===== config.mk =====
export PLATFORM = sky130hd
export DESIGN_NAME = mips_multicycle_ctrl
export DESIGN_NICKNAME = d
export VERILOG_FILES = /design/src/rtl/mips_ctrl_pkg.sv /design/src/rtl/mips_multicycle_ctrl_alu_decoder.sv /design/src/rtl/mips_multicycle_ctrl.sv
export SDC_FILE = /design/constraint.sdc
export NUM_CORES = 1
export LEC_CHECK = 0
export BUFFER_PORTS_ARGS = -buffer_cell sky130_fd_sc_hd__buf_2
export CORE_UTILIZATION = 55
export CTS_BUF_LIST = sky130_fd_sc_hd__clkbuf_4 sky130_fd_sc_hd__clkbuf_8
export CTS_CLUSTER_SIZE = 20
export DETAILED_ROUTE_END_ITERATION = 6
export PLACE_DENSITY = 0.83
export SLEW_MARGIN = 30
export SYNTH_ARGS = -nofsm -noshare
export SYNTH_HDL_FRONTEND = slang
export SYNTH_SLANG_ARGS = --single-unit

===== constraint.sdc =====
create_clock -name clk -period 2.57 [get_ports clk]
set_clock_uncertainty 0.2 [all_clocks]
set_input_delay 0.514 -clock clk [delete_from_list [all_inputs] [get_ports clk]]
set_output_delay 0.514 -clock clk [all_outputs]
set_load 0.01 [all_outputs]

===== src/rtl/mips_ctrl_pkg.sv =====
// Shared encodings for the multi-cycle MIPS control unit:
// FSM states, opcode/funct values and datapath select codes.
package mips_ctrl_pkg;

    typedef enum logic [3:0] {
        S_FETCH    = 4'd0,
        S_DECODE   = 4'd1,
        S_EXEC_R   = 4'd2,
        S_WB_R     = 4'd3,
        S_EXEC_I   = 4'd4,
        S_WB_I     = 4'd5,
        S_MEM_ADDR = 4'd6,
        S_MEM_RD   = 4'd7,
        S_WB_LW    = 4'd8,
        S_MEM_WR   = 4'd9,
        S_BRANCH   = 4'd10,
        S_JUMP     = 4'd11
    } state_t;

    localparam logic [5:0] OP_R    = 6'b000000;
    localparam logic [5:0] OP_ADDI = 6'b000001;
    localparam logic [5:0] OP_LW   = 6'b000011;
    localparam logic [5:0] OP_SW   = 6'b000100;
    localparam logic [5:0] OP_BEQ  = 6'b000101;
    localparam logic [5:0] OP_J    = 6'b000110;

    localparam logic [5:0] FN_ADD = 6'b000000;
    localparam logic [5:0] FN_SUB = 6'b000001;
    localparam logic [5:0] FN_AND = 6'b000010;
    localparam logic [5:0] FN_OR  = 6'b000011;
    localparam logic [5:0] FN_SLT = 6'b000101;

    localparam logic [2:0] ALU_ADD = 3'd0;
    localparam logic [2:0] ALU_SUB = 3'd1;
    localparam logic [2:0] ALU_AND = 3'd2;
    localparam logic [2:0] ALU_OR  = 3'd3;
    localparam logic [2:0] ALU_SLT = 3'd4;

    localparam logic [1:0] PCS_ALU    = 2'd0;
    localparam logic [1:0] PCS_ALUOUT = 2'd1;
    localparam logic [1:0] PCS_JUMP   = 2'd2;

    localparam logic [1:0] ASB_B       = 2'd0;
    localparam logic [1:0] ASB_FOUR    = 2'd1;
    localparam logic [1:0] ASB_IMM     = 2'd2;
    localparam logic [1:0] ASB_IMM_SL2 = 2'd3;

    function automatic logic is_mem_op(input logic [5:0] op);
        return (op == OP_LW) || (op == OP_SW);
    endfunction

endpackage


===== src/rtl/mips_multicycle_ctrl_alu_decoder.sv =====
// R-type funct to ALU operation decode; unknown funct yields
// add with funct_valid low.
module mips_alu_decoder
    import mips_ctrl_pkg::*;
(
    input  logic [5:0] funct,
    output logic [2:0] alu_ctrl,
    output logic       funct_valid
);

    always_comb begin
        alu_ctrl    = ALU_ADD;
        funct_valid = 1'b1;
        case (funct)
            FN_ADD:  alu_ctrl = ALU_ADD;
            FN_SUB:  alu_ctrl = ALU_SUB;
            FN_AND:  alu_ctrl = ALU_AND;
            FN_OR:   alu_ctrl = ALU_OR;
            FN_SLT:  alu_ctrl = ALU_SLT;
            default: funct_valid = 1'b0;
        endcase
    end

endmodule


===== src/rtl/mips_multicycle_ctrl.sv =====
// Multi-cycle MIPS control FSM: sequences the shared datapath and
// counts retired instructions.
module mips_multicycle_ctrl
    import mips_ctrl_pkg::*;
#(
    parameter int CNT_W = 32
) (
    input  logic             clk,
    input  logic             rst,
    input  logic [5:0]       opcode,
    input  logic [5:0]       funct,
    input  logic             zero,
    input  logic             mem_ready,
    output logic             mem_read,
    output logic             mem_write,
    output logic             iord,
    output logic             ir_write,
    output logic             pc_write,
    output logic             pc_write_cond,
    output logic [1:0]       pc_src,
    output logic             alu_src_a,
    output logic [1:0]       alu_src_b,
    output logic [2:0]       alu_ctrl,
    output logic             reg_dst,
    output logic             mem_to_reg,
    output logic             reg_write,
    output logic             illegal_op,
    output logic [CNT_W-1:0] instr_count
);

    state_t           r_state;
    state_t           w_next;
    logic             w_retire;
    logic [CNT_W-1:0] r_count;
    logic [2:0]       w_fn_alu;
    logic             w_fn_valid;
    logic             w_unused_zero;

    // The branch decision is taken by the datapath via pc_write_cond.
    assign w_unused_zero = zero;

    mips_alu_decoder u_alu_dec (
        .funct       (funct),
        .alu_ctrl    (w_fn_alu),
        .funct_valid (w_fn_valid)
    );

    always_ff @(posedge clk) begin
        if (rst) begin
            r_state <= S_FETCH;
            r_count <= '0;
        end else begin
            r_state <= w_next;
            if (w_retire)
                r_count <= r_count + CNT_W'(1);
        end
    end

    assign instr_count = rst ? '0 : r_count;

    always_comb begin
        w_next        = r_state;
        w_retire      = 1'b0;
        mem_read      = 1'b0;
        mem_write     = 1'b0;
        iord          = 1'b0;
        ir_write      = 1'b0;
        pc_write      = 1'b0;
        pc_write_cond = 1'b0;
        pc_src        = PCS_ALU;
        alu_src_a     = 1'b0;
        alu_src_b     = ASB_B;
        alu_ctrl      = ALU_ADD;
        reg_dst       = 1'b0;
        mem_to_reg    = 1'b0;
        reg_write     = 1'b0;
        illegal_op    = 1'b0;

        unique case (r_state)
            S_FETCH: begin
                mem_read  = 1'b1;
                alu_src_b = ASB_FOUR;
                ir_write  = mem_ready;
                pc_write  = mem_ready;
                if (mem_ready)
                    w_next = S_DECODE;
            end
            S_DECODE: begin
                alu_src_b = ASB_IMM_SL2;
                case (opcode)
                    OP_R:    w_next = S_EXEC_R;
                    OP_ADDI: w_next = S_EXEC_I;
                    OP_LW,
                    OP_SW:   w_next = S_MEM_ADDR;
                    OP_BEQ:  w_next = S_BRANCH;
                    OP_J:    w_next = S_JUMP;
                    default: begin
                        illegal_op = 1'b1;
                        w_next     = S_FETCH;
                    end
                endcase
            end
            S_EXEC_R: begin
                alu_src_a = 1'b1;
                alu_src_b = ASB_B;
                alu_ctrl  = w_fn_alu;
                if (w_fn_valid) begin
                    w_next = S_WB_R;
                end else begin
                    illegal_op = 1'b1;
                    w_next     = S_FETCH;
                end
            end
            S_WB_R: begin
                reg_write = 1'b1;
                reg_dst   = 1'b1;
                w_retire  = 1'b1;
                w_next    = S_FETCH;
            end
            S_EXEC_I: begin
                alu_src_a = 1'b1;
                alu_src_b = ASB_IMM;
                w_next    = S_WB_I;
            end
            S_WB_I: begin
                reg_write = 1'b1;
                w_retire  = 1'b1;
                w_next    = S_FETCH;
            end
            S_MEM_ADDR: begin
                alu_src_a = 1'b1;
                alu_src_b = ASB_IMM;
                if (is_mem_op(opcode) && opcode == OP_LW)
                    w_next = S_MEM_RD;
                else
                    w_next = S_MEM_WR;
            end
            S_MEM_RD: begin
                mem_read = 1'b1;
                iord     = 1'b1;
                if (mem_ready)
                    w_next = S_WB_LW;
            end
            S_WB_LW: begin
                reg_write  = 1'b1;
                mem_to_reg = 1'b1;
                w_retire   = 1'b1;
                w_next     = S_FETCH;
            end
            S_MEM_WR: begin
                mem_write = 1'b1;
                iord      = 1'b1;
                if (mem_ready) begin
                    w_retire = 1'b1;
                    w_next   = S_FETCH;
                end
            end
            S_BRANCH: begin
                alu_src_a     = 1'b1;
                alu_src_b     = ASB_B;
                alu_ctrl      = ALU_SUB;
                pc_write_cond = 1'b1;
                pc_src        = PCS_ALUOUT;
                w_retire      = 1'b1;
                w_next        = S_FETCH;
            end
            S_JUMP: begin
                pc_write = 1'b1;
                pc_src   = PCS_JUMP;
                w_retire = 1'b1;
                w_next   = S_FETCH;
            end
            default: w_next = S_FETCH;
        endcase

        // Reset dominates: abandon any access and suppress all strobes.
        if (rst) begin
            w_retire      = 1'b0;
            mem_read      = 1'b0;
            mem_write     = 1'b0;
            iord          = 1'b0;
            ir_write      = 1'b0;
            pc_write      = 1'b0;
            pc_write_cond = 1'b0;
            pc_src        = PCS_ALU;
            alu_src_a     = 1'b0;
            alu_src_b     = ASB_B;
            alu_ctrl      = ALU_ADD;
            reg_dst       = 1'b0;
            mem_to_reg    = 1'b0;
            reg_write     = 1'b0;
            illegal_op    = 1'b0;
        end
    end

endmodule


Word-level counts from Yosys, hierarchy flattened
Index checks and enable logic that the tools add are counted.
- flip-flop bits (word level): 36
- word-level logic and storage cells: 84
- add/subtract/negate cells: 1
- equal/unequal tests: 23
- multiplexer cells: 43
- reductions and logical operators: 15
- operators with widths (operator ; number):
    $add 32x1->32 const B ; 1
    $mux 32 ; 1
    $pmux 4 s7 ; 1
    $mux 1 ; 25
    $eq 6x3->1 const B ; 4
    $pmux 4 s5 ; 1
    $eq 6x2->1 const B ; 3
    $eq 4x3->1 const B ; 4
    $eq 4x4->1 const B ; 4
    $mux 4 ; 4
    $eq 6x1->1 const B ; 2
    $logic_not 6->1 ; 2
    $pmux 3 s4 ; 1
    $reduce_or 5->1 ; 2
    $eq 4x2->1 const B ; 2
    $reduce_or 2->1 ; 4
    $mux 2 ; 3
    $ne 2x2->1 const B ; 3
    $pmux 1 s2 ; 3
    $pmux 2 s3 ; 1
    $pmux 3 s2 ; 1
    $reduce_or 6->1 ; 1
    $eq 4x1->1 const B ; 1
    $logic_not 4->1 ; 1
    other kinds (7) ; 7

Logic depth before layout (Yosys ltp)
Gate-level depths: netlist of the first run.
- depth in word-level cells: 6
- mapped depth: 7

Cells and area by module
Synthesis of the first run repeated with hierarchy kept, for this count alone.
- cell total of the unflattened synthesis: 326
- area, all modules: 2453.6 sq um
- by module, submodules not included (module ; times used ; cells each ; area an instance (sq um)):
    mips_multicycle_ctrl ; 1 ; 318 ; 2387.3
    mips_alu_decoder ; 1 ; 8 ; 66.3

Worst setup path before layout of the first run
No wires, ideal clock.
- kind: register to output
- start point: register r_state[2]
- end point: output alu_src_a
- data arrival time: 1.617 ns
- slack: 0.239 ns
- stages on the path, launching flop included: 5
- path buffers: 2
- path through: dfxtp_1 -> clkbuf_1 -> buf_1 -> nor2_1 -> a2111oi_0
- word-level cells in the longest chain between the ends: 4
- elaborated cells between the ends (all ways): 7
- those cells by class: eq/ne: 4; mux: 2; reduce/logical: 1
- ends and longest elaborated chain (item ; RTL line ; text):
    from (decl) ; mips_multicycle_ctrl.sv:31 ; state_t r_state;
    from (signal assigned) ; mips_multicycle_ctrl.sv:53 ; r_state <= w_next;
    $eq 4x3->1 (tied with other cells) ; mips_multicycle_ctrl.sv:79 ; unique case (r_state)
    $reduce_or 4->1 (no source line) (*) ; n/a ;
    $mux 1 (*) ; mips_multicycle_ctrl.sv:79 ;
    $mux 1 (*) ; mips_multicycle_ctrl.sv:177 ; if (rst) begin
    to (decl) ; mips_multicycle_ctrl.sv:21 ; output logic alu_src_a,
Mark *: on every way between the ends. The rest lies on a longest branch, timed or not.

Final worst setup path of the first run
- start point: register r_state[2]
- end point: output alu_src_b[1]
- word-level cells in the longest chain between the ends: 4
- elaborated cells between the ends (all ways): 7
- those cells by class: eq/ne: 3; mux: 2; reduce/logical: 2
- ends and longest elaborated chain (item ; RTL line ; text):
    $eq 4x3->1 ; mips_multicycle_ctrl.sv:79 ;
    $reduce_or 2->1 (no source line) ; n/a ;
    $pmux 2 s3 (*) ; mips_multicycle_ctrl.sv:79 ;
    $mux 2 (*) ; mips_multicycle_ctrl.sv:177 ;
    to (decl) ; mips_multicycle_ctrl.sv:22 ; output logic [1:0] alu_src_b,
Marks and branches as above.

==> reports/qor.yml, run 1 <==
status: "complete, no violations"
period_share_pct: 92.6
antenna_found_initial: 0
total_power_mw: 1.04
fin_hold_ws_ns: 0.264
start_util_pct: 59.2
dpl_cell_area_um2: 2770
fill_cells: 350
synth_edf_count: 0
hold_buffers: 0
avgViaCountPerCell: 5.46
cp_top_family: "flip-flops"
numCtsBuffers: 5
fin_nets: 376
synth_nets: 318
grt_max_degree: 38
grt_pass1_vias: 1857
htreeDepth: 2
p_clk_share_pct: 37.4
critPathLaunchType: "flop"
worstReg2RegStart: "r_count[2]$_SDFFE_PP0P_"
vias: 2233
worstSetupPathType: "flop to primary output"
yosys.cell_count.top_type: "nor2_1"
power.switching_mw: 0.251
slew_headroom_pct: 69.6
cts_sinks: 36
yosys-top-cells-area: "dfxtp_1 (30%), nor2b_1 (10%), xnor2_1 (9.3%), nor2_1 (6.5%), nor4_2 (4.1%)"
dp_worst_setup_slack_ns: 0.270
drtIter0Drc: 128
setup_viol: 0
synth.avg_cell_area_um2: 8.10
regArea_um2: 723
clk_transition_reported_paths_ns: 0.07
routabilityCongestion: 0.832
switching_share_pct: 24.1
required_ns: 1.86
final_hold_viol_count: 0
min_from: "r_count[29]$_SDFFE_PP0P_"
finalWorstSetupSlack_ns: 0.191
rows: 23
synth_seq_cells: 36
dp_hpwl_mm: 3.57
cts_tree: "done"
clockRootBuffer: "clkbuf_8"
worst_slew_pin_slew_ns: 0.455
final_area_um2: 2860
p_int_mw: 0.789
crit_slowest_cell: "dfxtp_2"
fmax_ghz: 0.420
cp_num_buf_inv: 2
drcViolationCount: 0
ys_types: 57
core_um2: 4120
yosysTopAreaCellShare_pct: 29.6
die_y_um: 68.6
netlist_area_um2: 2440
multi_input_area_um2: 1580
post-cts-setup-buffers: 0
cellLeakagePower_nw: 1.15
track_usage_pct: 23.4
clk_latency_ns: 0.29
io_buffers: 64
boundaryPins: 66
cts_resized: 0
yosys.area.top_type: "dfxtp_1"
finalSetupTns_ns: 0
critPathCaptureType: "primary output"
yosys_warnings: 0
hp-class: "flop to flop"
synth-main-ff-cell: "dfxtp_1"
syn_inst: 301
wl_per_cell_um: 12.4
max_stage_delay_ns: 0.50
pwr-share-comb_pct: 8.3
clock_tree.buffer_depth: 2
die-area_um2: 4700
async_flop_share_pct: 0
antenna_left: 0
die_w_um: 68.6
maxCapViolCount: 0
drive_above_1_share_pct: 29.2
seq_power_share_pct: 54.3
grt_pass1_wl_mm: 8.21
pwr_density_cell_nw_per_um2: 364
cp_max_fo: 17
wirelength_mm: 5.07
rsz0062_at_grt: "no"
diodes: 0
slew_viol_final: 0
startpoint: "r_state[2]$_SDFFE_PP0P_"
path_cells: "buf_4, mux2_2, nor3_1, buf_2"
peakVddDrop_mv: 0.388
syn2layout_area_growth_pct: 17.4
arrival_ns: 1.67
overflow: 0
seq_area_frac_synth_pct: 29.6
netlist_top_cells_count: "nor2_1 (42), nor2b_1 (39), dfxtp_1 (36)"
fin_crit_ns: 2.38
drtPass1Iterations: 4
cells in the final DEF (no fill, tap or decap), drive strengths merged, types with 8 or more instances in the layout:
cell type and count:
nand2 18, dfxtp 36, nor2 42, nand3 13
nor3 16, xnor2 26, nor2b 39, buf 74
nor4 9, o21ai 8
final timing paths:
check                           cells past startpoint                        to  slack [ns]
worst max register to register                      5  r_count[29]$_SDFFE_PP0P_        0.48
worst min-delay path                                1  r_count[29]$_SDFFE_PP0P_        0.26
worst max-delay path                                4              alu_src_b[1]        0.19
worst min register to register                      1  r_count[29]$_SDFFE_PP0P_        0.26
power groups by stage:
stage	registers, mW	clock network, mW	logic [mW]
6_report	0.565	0.389	0.0865
3_5_place_dp	0.577	0	0.0861
2_1_floorplan	0.574	0	0.0579
5_1_grt	0.565	0.424	0.0966
4_1_cts	0.564	0.397	0.0864
3_3_place_gp	0.577	0	0.0848
kinds of logic (layout without fill, tap and decap cells):
family | Yosys count | in the layout | share of synthesized area, %
compound gates | 28 | 28 | 7.96
xor+xnor | 30 | 30 | 10.8
fa+ha+maj | 1 | 1 | 0.513
buf+inv | 27 | 85 | 5.59
flops | 36 | 36 | 29.6
mux | 3 | 3 | 1.28
simple gates | 176 | 176 | 44.3
cell type report:
cell class | count | share of cell area, %
multi-input combinational | 238 | 55.3
sequential | 36 | 25.3
timing repair buffer | 74 | 13.8
clock buffer | 6 | 2.67
tap | 50 | 2.19
inverter | 4 | 0.525
clock inverter | 1 | 0.175
flip-flops by register name (all words and copies together) (netlist names):
register,cells
r_state,4
r_count,32
stage by stage:
step           cells  utilization (%)
3_5_place_dp     402             67.4
2_1_floorplan    301                -
5_1_grt          409             69.5
4_1_cts          409             69.4
3_3_place_gp     402             67.4
6_report         409             69.5
layer usage:
layer / global-route usage (%) / share of wire, %
met1: 30.1 / 47
met2: 38.2 / 48
met3: 5.43 / 3.8
met4: 7.55 / 0.53
met5: 0 / 0
Power figures use the tool's default switching activity.
==> run 2: changes to the inputs <==
- CORE_UTILIZATION: 55 -> 53
- CTS_BUF_LIST: sky130_fd_sc_hd__clkbuf_4 sky130_fd_sc_hd__clkbuf_8 -> default
- GPL_TIMING_DRIVEN: default -> 0
- PLACE_DENSITY: 0.83 -> 0.8
==> reports/qor.yml, run 2 (synthesis gave the netlist of run 1 again) <==
diodes: 0  # unchanged
core_um2: 4380  # +6.5%
rsz0062_at_grt: "no"
die-area_um2: 4870  # +3.7%
final_util_pct: 67.1  # -2.4 points
period_share_pct: 94.5  # +1.9 points
dpl_cell_area_um2: 2820  # +1.8%
worstSetupPathType: "flop to primary output"
hp-class: "flop to flop"
io_buffers: 64  # unchanged
wl_per_cell_um: 13.0  # +5.0%
numCtsBuffers: 5  # unchanged
pwr_density_cell_nw_per_um2: 392  # +7.9%
required_ns: 1.86  # about the same
cts_sinks: 36  # unchanged
fin_hold_ws_ns: 0.274  # +0.00979 ns
drcViolationCount: 0  # unchanged
max_stage_delay_ns: 0.37  # -0.13 ns
fmax_ghz: 0.412  # -2.0%
cts_tree: "done"
final_area_um2: 2940  # +2.8%
drive_above_1_share_pct: 29.4  # +0.13 points
slew_viol_final: 0  # unchanged
grt_max_degree: 13  # -66%
final_hold_viol_count: 0  # unchanged
setup_viol: 0  # unchanged
arrival_ns: 1.71  # +0.04 ns
top_regs: "r_count (32), r_state (4)"
avgViaCountPerCell: 5.49  # +0.59%
slew_headroom_pct: 66.4  # -3.2 points
drtPass1Iterations: 4  # unchanged
dp_hpwl_mm: 3.96  # +11%
die_w_um: 69.8  # +1.8%
routabilityCongestion: 0.885  # +6.3%
finalSetupTns_ns: 0  # unchanged
critPathLaunchType: "flop"
overflow: 0  # unchanged
track_usage_pct: 23.2  # -0.21 points
post-place-cells: 417  # +3.7%
layout_commonest_cell: "buf_2"
antenna_left: 0  # unchanged
clk_latency_ns: 0.29  # about the same
antenna_found_initial: 0  # unchanged
top_register: "r_count"
clk_transition_reported_paths_ns: 0.08  # about the same
boundaryPins: 66  # unchanged
cp_max_fo: 10  # -7
critPathCaptureType: "primary output"
htreeDepth: 2  # unchanged
cellLeakagePower_nw: 1.19  # +3.3%
layout_common_cells: "buf_2 (68), nor2_1 (42), nor2b_1 (39), dfxtp_1 (35), xnor2_1 (26)"
largest_reg_flops: 32  # unchanged
fin_nets: 387  # +2.9%
crit_slowest_cell: "dfxtp_1"
rows: 24  # +4.3%
fin_crit_ns: 2.43  # +0.0492 ns
drtIter0Drc: 168  # +31%
grt_pass1_vias: 2031  # +9.4%
wirelength_mm: 5.51  # +8.6%
vias: 2323  # +4.0%
crit_top_cell: "buf_2"
die_y_um: 69.8  # +1.8%
clock_tree.buffer_depth: 2  # unchanged
post-cts-setup-buffers: 0  # unchanged
worst_slew_pin_slew_ns: 0.504  # +0.0489 ns
grt_pass1_wl_mm: 9.27  # +13%
cp_num_buf_inv: 3  # +1
path_cells: "buf_2, buf_1, a21oi_1, o21a_1, nor2_1, buf_2"
final_cells: 423  # +3.4%
syn2layout_area_growth_pct: 20.6
status: "complete, no violations"
peakVddDrop_mv: 0.413  # +6.6%
cp_top_family: "buffers and inverters"
clockRootBuffer: "clkbuf_8"
maxCapViolCount: 0  # unchanged
start_util_pct: 55.6  # -3.6 points
run 2: changes by cell type in the layout (fill, tap and decap cells not counted), sizes merged:
cell      change
clkbuf        +8
bufinv        +1
clkinvlp      +1
buf           +2
run 2: area by class of cell:
class / instances / area (um^2)
buffer: 21 / 120
inverter: 4 / 15.0
clock inverter: 3 / 42.5
tap: 52 / 65.1
multi-input combinational: 238 / 1590
clock buffer: 5 / 68.8
sequential: 36 / 722
timing repair buffer: 64 / 320
fill: 388 / 1440
run 2: layer usage:
layer  routed length, um  GRT usage (%)
met4                  68           6.44
met5                   0              0
met1                2600           32.0
met3                 228           4.65
met2                2610           36.6
run 2: worst paths after layout:
check / startpoint / end / slack, ns / cells after the start
worst max-delay path: r_state[0]$_SDFFE_PP0P_ / reg_write / 0.14 / 6
worst max register to register: r_count[2]$_SDFFE_PP0P_ / r_count[29]$_SDFFE_PP0P_ / 0.53 / 6
worst min-delay path: r_count[29]$_SDFFE_PP0P_ / r_count[29]$_SDFFE_PP0P_ / 0.27 / 1
worst min register to register: r_count[29]$_SDFFE_PP0P_ / r_count[29]$_SDFFE_PP0P_ / 0.27 / 1
run 2: what timing repair did:
item | 4_1_cts | 5_1_grt
setup endpoints to repair | 2 | 6
hold buffers | 0 | 0
pin swaps | 0 | 0
gates resized for setup | 4 | 5
run 2: power breakdown:
part	switching, mW	internal [mW]
Combinational	0.0585	0.0352
Clock	0.211	0.287
Sequential	0.00231	0.559
Total	0.272	0.882
run 2: per-stage QoR:
| stage | worst slack (ns) | power (mW) |
|---|---|---|
| 4_1_cts | 0.00894 | 1.16 |
| 3_3_place_gp | -0.245 | 0.665 |
| 2_1_floorplan | 0.239 | 0.631 |
| 6_report | 0.141 | 1.15 |
| 5_1_grt | 0.00229 | 1.20 |
| 3_5_place_dp | -0.298 | 0.667 |
